**config.mk**
```make
export PLATFORM = sky130hd
export DESIGN_NAME = uart_tx_word_serializer
export DESIGN_NICKNAME = d
export VERILOG_FILES = /design/src/rtl/uart_tx_pkg.sv /design/src/rtl/tx_word_fifo.sv /design/src/rtl/uart_tx_word_serializer.sv
export SDC_FILE = /design/constraint.sdc
export NUM_CORES = 1
export LEC_CHECK = 0
export ABC_AREA = 0
export BUFFER_PORTS_ARGS = -buffer_cell sky130_fd_sc_hd__buf_2
export CORE_MARGIN = 2
export CORE_UTILIZATION = 65
export CTS_CLUSTER_DIAMETER = 40
export DETAILED_ROUTE_END_ITERATION = 12
export PLACE_DENSITY = 0.88
export SYNTH_ARGS = -nofsm -noshare
export SYNTH_HDL_FRONTEND = slang
export SYNTH_SLANG_ARGS = --single-unit
```
**constraint.sdc**
```tcl
create_clock -name clk -period 6.5 [get_ports clk]
set_input_delay 1.3 -clock clk [delete_from_list [all_inputs] [get_ports clk]]
set_output_delay 1.3 -clock clk [all_outputs]
set_load 0.005 [all_outputs]
```
**src/rtl/uart_tx_pkg.sv**
```systemverilog
// Shared types and constants for the UART word serializer.
// Holds the serializer state enum, per-word byte counts for the binary and
// hex framings, the ASCII constants used by hex framing and the
// nibble-to-ASCII helper.
package uart_tx_pkg;

  typedef enum logic [1:0] {
    IDLE = 2'd0,
    LOAD = 2'd1,
    SEND = 2'd2
  } tx_state_e;

  localparam int unsigned WORD_W             = 32;
  localparam int unsigned BYTE_W             = 8;
  localparam int unsigned BIN_BYTES_PER_WORD = 4;
  localparam int unsigned HEX_BYTES_PER_WORD = 9;

  localparam logic [7:0] ASCII_ZERO    = 8'h30;
  localparam logic [7:0] ASCII_A_LOWER = 8'h61;
  localparam logic [7:0] ASCII_LF      = 8'h0A;

  // Lowercase hex digit for one nibble.
  function automatic logic [7:0] nib2ascii(input logic [3:0] nib);
    logic [7:0] res;
    if (nib < 4'd10) res = ASCII_ZERO + {4'd0, nib};
    else             res = ASCII_A_LOWER + {4'd0, nib} - 8'd10;
    return res;
  endfunction

endpackage

```
**src/rtl/tx_word_fifo.sv**
```systemverilog
// Generic synchronous FIFO with registered full/empty flags.
// Ports:
//   clk, reset        clock, synchronous active-high reset
//   push, wr_data     write request and data (ignored while full)
//   pop, rd_data      read request (ignored while empty), head-of-queue data
//   full, empty       registered occupancy flags
module tx_word_fifo #(
  parameter int unsigned WIDTH      = 32,
  parameter int unsigned DEPTH_LOG2 = 3
) (
  input  logic             clk,
  input  logic             reset,
  input  logic             push,
  input  logic [WIDTH-1:0] wr_data,
  input  logic             pop,
  output logic [WIDTH-1:0] rd_data,
  output logic             full,
  output logic             empty
);

  localparam int unsigned DEPTH = 1 << DEPTH_LOG2;
  localparam int unsigned CNT_W = DEPTH_LOG2 + 1;

  logic [WIDTH-1:0]      mem [DEPTH];
  logic [DEPTH_LOG2-1:0] wr_ptr_q;
  logic [DEPTH_LOG2-1:0] rd_ptr_q;
  logic [CNT_W-1:0]      count_q;
  logic [CNT_W-1:0]      count_d;
  logic                  do_push_c;
  logic                  do_pop_c;

  assign do_push_c = push & ~full;
  assign do_pop_c  = pop & ~empty;
  assign rd_data   = mem[rd_ptr_q];

  // Occupancy update; simultaneous push and pop leave it unchanged.
  always_comb begin
    count_d = count_q;
    case ({do_push_c, do_pop_c})
      2'b10:   count_d = count_q + CNT_W'(1);
      2'b01:   count_d = count_q - CNT_W'(1);
      default: count_d = count_q;
    endcase
  end

  // Pointers, count and flags.
  always_ff @(posedge clk) begin
    if (reset) begin
      wr_ptr_q <= '0;
      rd_ptr_q <= '0;
      count_q  <= '0;
      full     <= 1'b0;
      empty    <= 1'b1;
    end else begin
      if (do_push_c) wr_ptr_q <= wr_ptr_q + DEPTH_LOG2'(1);
      if (do_pop_c)  rd_ptr_q <= rd_ptr_q + DEPTH_LOG2'(1);
      count_q <= count_d;
      full    <= (count_d == CNT_W'(DEPTH));
      empty   <= (count_d == '0);
    end
  end

  // Storage array, no reset needed.
  always_ff @(posedge clk) begin
    if (do_push_c) mem[wr_ptr_q] <= wr_data;
  end

endmodule

```
**src/rtl/uart_tx_word_serializer.sv**
```systemverilog
// Buffers 32-bit result words and feeds them byte by byte to the UART
// transmitter over a one-cycle new-byte strobe / ready handshake.
// Build option: UART_TX_HEX_EN selects 9-byte lowercase ASCII hex framing
// ("deadbeef\n"); without it each word goes out as 4 raw bytes, MSB first.
// Ports:
//   clk, reset              clock, synchronous active-high reset
//   in_valid, in_word       word offered by the hashing core
//   in_ready                FIFO not full (registered)
//   tx_ready                transmitter can take a byte
//   tx_new_byte, tx_byte    one-cycle strobe with byte, byte held afterwards
//   busy                    FIFO non-empty or serializer active
//   overflow_count          saturating count of words dropped on a full FIFO
module uart_tx_word_serializer
  import uart_tx_pkg::*;
#(
  parameter int unsigned FIFO_DEPTH_LOG2 = 3
) (
  input  logic              clk,
  input  logic              reset,
  input  logic              in_valid,
  input  logic [WORD_W-1:0] in_word,
  output logic              in_ready,
  input  logic              tx_ready,
  output logic              tx_new_byte,
  output logic [BYTE_W-1:0] tx_byte,
  output logic              busy,
  output logic [7:0]        overflow_count
);

`ifdef UART_TX_HEX_EN
  localparam int unsigned BYTES_PER_WORD = HEX_BYTES_PER_WORD;
  localparam int unsigned SHIFT_W        = 4;
`else
  localparam int unsigned BYTES_PER_WORD = BIN_BYTES_PER_WORD;
  localparam int unsigned SHIFT_W        = 8;
`endif
  localparam int unsigned     IDX_W    = $clog2(BYTES_PER_WORD);
  localparam logic [IDX_W-1:0] LAST_IDX = IDX_W'(BYTES_PER_WORD - 1);

  tx_state_e         state_q;
  tx_state_e         state_d;
  logic [WORD_W-1:0] shreg_q;
  logic [IDX_W-1:0]  idx_q;
  logic              fifo_full;
  logic              fifo_empty;
  logic [WORD_W-1:0] fifo_rd_data;
  logic              push_c;
  logic              load_c;
  logic              strobe_c;
  logic [BYTE_W-1:0] next_byte_c;

  assign push_c   = in_valid & ~fifo_full;
  assign in_ready = ~fifo_full;
  assign busy     = ~fifo_empty | (state_q != IDLE);

  tx_word_fifo #(
    .WIDTH      (WORD_W),
    .DEPTH_LOG2 (FIFO_DEPTH_LOG2)
  ) u_fifo (
    .clk     (clk),
    .reset   (reset),
    .push    (push_c),
    .wr_data (in_word),
    .pop     (load_c),
    .rd_data (fifo_rd_data),
    .full    (fifo_full),
    .empty   (fifo_empty)
  );

  // Byte to emit next; shift register always holds the unsent part at the top.
  always_comb begin
    next_byte_c = '0;
`ifdef UART_TX_HEX_EN
    if (idx_q == LAST_IDX) next_byte_c = ASCII_LF;
    else                   next_byte_c = nib2ascii(shreg_q[WORD_W-1 -: 4]);
`else
    next_byte_c = shreg_q[WORD_W-1 -: BYTE_W];
`endif
  end

  // Serializer state register.
  always_ff @(posedge clk) begin
    if (reset) state_q <= IDLE;
    else       state_q <= state_d;
  end

  // Next state and control; a strobe is never issued while the previous one is high.
  always_comb begin
    state_d  = state_q;
    load_c   = 1'b0;
    strobe_c = 1'b0;
    unique case (state_q)
      IDLE: begin
        if (!fifo_empty) state_d = LOAD;
      end
      LOAD: begin
        load_c  = 1'b1;
        state_d = SEND;
      end
      SEND: begin
        if (tx_ready && !tx_new_byte) begin
          strobe_c = 1'b1;
          if (idx_q == LAST_IDX) state_d = fifo_empty ? IDLE : LOAD;
        end
      end
      default: state_d = IDLE;
    endcase
  end

  // Shift register, byte index, output byte/strobe and overflow counter.
  always_ff @(posedge clk) begin
    if (reset) begin
      shreg_q        <= '0;
      idx_q          <= '0;
      tx_new_byte    <= 1'b0;
      tx_byte        <= '0;
      overflow_count <= '0;
    end else begin
      tx_new_byte <= strobe_c;
      if (load_c) begin
        shreg_q <= fifo_rd_data;
        idx_q   <= '0;
      end else if (strobe_c) begin
        tx_byte <= next_byte_c;
        shreg_q <= shreg_q << SHIFT_W;
        idx_q   <= idx_q + IDX_W'(1);
      end
      if (in_valid && fifo_full && (overflow_count != 8'hFF))
        overflow_count <= overflow_count + 8'd1;
    end
  end

endmodule

```
==> results.py <==
metrics = {
    "outcome": {
        "status": "complete, no violations",
    },
    "cells_and_area": {
        "num_antenna_cells": 0,
        "final_area_um2": 14390,
        "fill_cells": 1149,
        "area_growth_pct": 12.58,
        "drive_gt1_share_pct": 18.36,
        "layout.nets": 895,
    },
    "route": {
        "antenna_left": 0,
        "drcViolationCount": 0,
        "first_iter_violations": 610,
        "wirelength_um": 25470,
        "drt_pass1_iterations": 5,
        "num_vias": 7217,
        "wl_met3_um": 1797,
        "avgViaCountPerCell": 6.320,
        "drt-met1-wl_um": 10040,
        "wl_met2_um": 12990,
        "highest_layer": "met4",
        "drt-wirelength-per-cell_um": 22.30,
    },
    "critical_path": {
        "worst-path-buf-inv": 2,
        "crit_type": "in -> reg",
        "cp_top_family": "simple AND/OR/NAND/NOR gates",
        "required_ps": 6660,
        "worstPathArrival_ps": 3560,
        "reg2reg_from": "state_q[0]$_SDFFE_PP0P_",
        "r2r-end": "u_fifo.empty$_SDFF_PP1_",
        "cp_slowest_cell": "nor3_2",
        "r2r_setup_slack_ps": 3510,
        "cp_max_fo": 22,
        "cp-end-kind": "register",
        "reg2reg_depth": 8,
        "max_stage_delay_ps": 860,
        "path_cells": "buf_2 -> nor2b_1 -> nand2b_1 -> nor3_2 -> buf_4",
        "crit_path_start_kind": "primary input",
    },
    "global_routing": {
        "grt_usage_pct": 25.68,
        "grt_max_degree": 85,
        "grt_pass1_vias": 7382,
        "antenna_found_initial": 0,
        "overflow": 0,
        "grt_pass1_wl_um": 39900,
    },
    "clock_tree": {
        "cts_sinks": 324,
        "cts_tree": "done",
        "cts-buffers-inserted": 35,
        "cts_hold_buf": 0,
        "clk_latency_ps": 520,
        "clkTransAtPathRegs_ps": 60,
        "clk_path_buf_depth": 3,
        "cts_root_buffer": "clkbuf_16",
        "post-cts-setup-buffers": 0,
        "htree_num_levels": 2,
        "ctsResizeCount": 0,
    },
    "worst_hold_path": {
        "min_from": "tx_byte[5]$_SDFFE_PP0P_",
        "min_delay_path_depth": 2,
        "worstHoldPathType": "reg -> reg",
        "hold_end": "tx_byte[5]$_SDFFE_PP0P_",
    },
    "floorplan": {
        "row_count": 51,
        "fp.dieH_um": 144.2,
        "coreArea_um2": 19400,
        "die_width_um": 144.2,
        "io_pins": 55,
        "die-area_um2": 20810,
        "initial_core_util_pct": 65.91,
    },
    "yosys": {
        "synthArstFlopShare_pct": 0,
        "seq_area_frac_synth_pct": 70.78,
        "syn_nets": 842,
        "syn_inst": 799,
        "yosys_warnings": 0,
        "synth.lib_cells_used.distinct": 52,
        "synth.top_cells.by_area": "edfxtp_1 (60%), dfxtp_1 (11%), mux2i_1 (5.1%)",
        "netlist_area_um2": 12780,
        "synth_most_common_cell": "edfxtp_1",
        "ys_ff_latch": 324,
        "synth_flop_cell": "edfxtp_1",
        "yosys.area.top_type": "edfxtp_1",
        "synth_common_cells": "edfxtp_1 (256), nand2_1 (75), dfxtp_1 (68), mux2i_1 (65), nor2_1 (44)",
        "synth_top_area_share_pct": 60.13,
        "synth.avg_cell_area_um2": 16.00,
        "synth_edf_count": 256,
    },
    "timing": {
        "setup_viol": 0,
        "slew_violations": 0,
        "setup_tns_ps": 0,
        "skew_ps": 21.34,
        "slew-limit-headroom_pct": 17.57,
        "fmax_mhz": 294.1,
        "period_minus_slack_ps": 3401,
        "rsz0062_at_grt": "false",
        "hold_viol_final": 0,
        "period_share_pct": 52.32,
        "finalWorstSetupSlack_ps": 3099,
        "worstMarginPinSlew_ps": 1232,
        "fin_hold_ws_ps": 454.2,
    },
    "pwr": {
        "ir_drop_mv": 0.2383,
        "leakage_nw": 4.624,
        "power_density_nw_per_um2": 323.1,
        "finalPower_mw": 4.650,
    },
    "placement": {
        "pre_cts_ws_ps": 2591,
        "place_hpwl_um": 14070,
        "numPortBuffers": 54,
        "placed_area_um2": 13230,
        "gp_congestion": 0.7778,
    },
    "run": {
        "max_cap_viol_count": 0,
    },
}
==> placed cells by master, fill, tap and decap left out, types with 5 or more instances in the layout <==
cell	instances
a211oi_1	25
a21oi_1	22
a311oi_1	10
a32o_1	8
and3_1	7
buf_2	54
buf_4	9
bufinv_16	5
clkbuf_1	5
clkbuf_16	35
clkinv_1	6
dfxtp_1	65
edfxtp_1	256
ha_1	7
mux2_2	11
mux2i_1	65
mux4_1	9
mux4_2	23
nand2_1	75
nand2b_1	7
nand3_1	10
nor2_1	38
nor2_4	6
nor2b_1	18
o211ai_1	15
o21ai_0	5
o22ai_1	13
xnor2_1	9
xor2_1	5
==> through the flow <==
step                utilization [%]  std cells
finish                        74.19       1142
global route                  74.19       1142
CTS                           74.19       1142
detailed placement            68.22       1080
global placement              68.22       1080
floorplan                         -        799
==> cells by family (layout without fill, tap and decap cells) <==
family | after synthesis | in the layout | share of synthesized area [%]
AOI/OAI and AO/OA | 113 | 113 | 6.361
xor gates and xnor gates | 14 | 14 | 0.9591
adders and majority gates | 7 | 7 | 0.6850
buffers and inverters | 50 | 128 | 2.408
DFF | 324 | 324 | 70.78
muxes | 111 | 111 | 12.22
and+or+nand+nor | 180 | 180 | 6.587
==> state kept, by name, indices dropped and copies added, names as in the netlist, named ones only <==
signal           flops
u_fifo.mem         256
shreg_q             32
overflow_count       8
tx_byte              8
u_fifo.count_q       4
u_fifo.rd_ptr_q      3
u_fifo.wr_ptr_q      3
idx_q                2
state_q              2
tx_new_byte          1
u_fifo.empty         1
u_fifo.full          1
==> where the power goes <==
| group | leakage [nW] | total, mW | switching (mW) | internal (mW) |
|---|---|---|---|---|
| logic | 1.18 | 0.288 | 0.167 | 0.121 |
| registers | 2.88 | 2.37 | 0.0567 | 2.31 |
| clock network | 0.568 | 1.99 | 0.790 | 1.20 |
| total | 4.62 | 4.65 | 1.01 | 3.64 |
==> layer usage <==
metal  vias up  GRT usage, %
met5         -             0
met4         0         9.300
met3        53         3.907
met2       337         44.36
met1      3598         33.59
li1       3229             -
==> how the worst max path moves through the flow <==
stage | from | to | cells past startpoint
finish | in_valid | u_fifo.mem[0][16]$_DFFE_PP_ | 5
global route | in_valid | u_fifo.mem[0][15]$_DFFE_PP_ | 5
CTS | in_valid | u_fifo.mem[0][15]$_DFFE_PP_ | 5
detailed placement | in_valid | u_fifo.mem[0][6]$_DFFE_PP_ | 5
global placement | in_valid | u_fifo.mem[0][14]$_DFFE_PP_ | 5
floorplan | in_valid | u_fifo.mem[0][0]$_DFFE_PP_ | 4
==> layout make-up <==
| cell class | instances | area [um2] | share of cell area, % |
|---|---|---|---|
| clock buffers | 40 | 894.6 | 6.216 |
| clock inverters | 22 | 264.0 | 1.834 |
| repair buffers | 63 | 337.8 | 2.347 |
| well taps | 265 | 331.6 | 2.304 |
| flip-flops and latches | 324 | 9055 | 62.91 |
| multi-input cells | 425 | 3498 | 24.31 |
| inverters | 3 | 11.26 | 0.07824 |
==> worst reg2reg max path: stages (launching register included) <==
cell	delay (ps)
dfxtp_1	470
nor3b_1	740
ha_1	350
xor2_1	90
ha_1	200
a21oi_1	150
mux2i_1	310
mux2_2	390
a211oi_1	220
No activity file was read; power rests on OpenSTA's default activity.
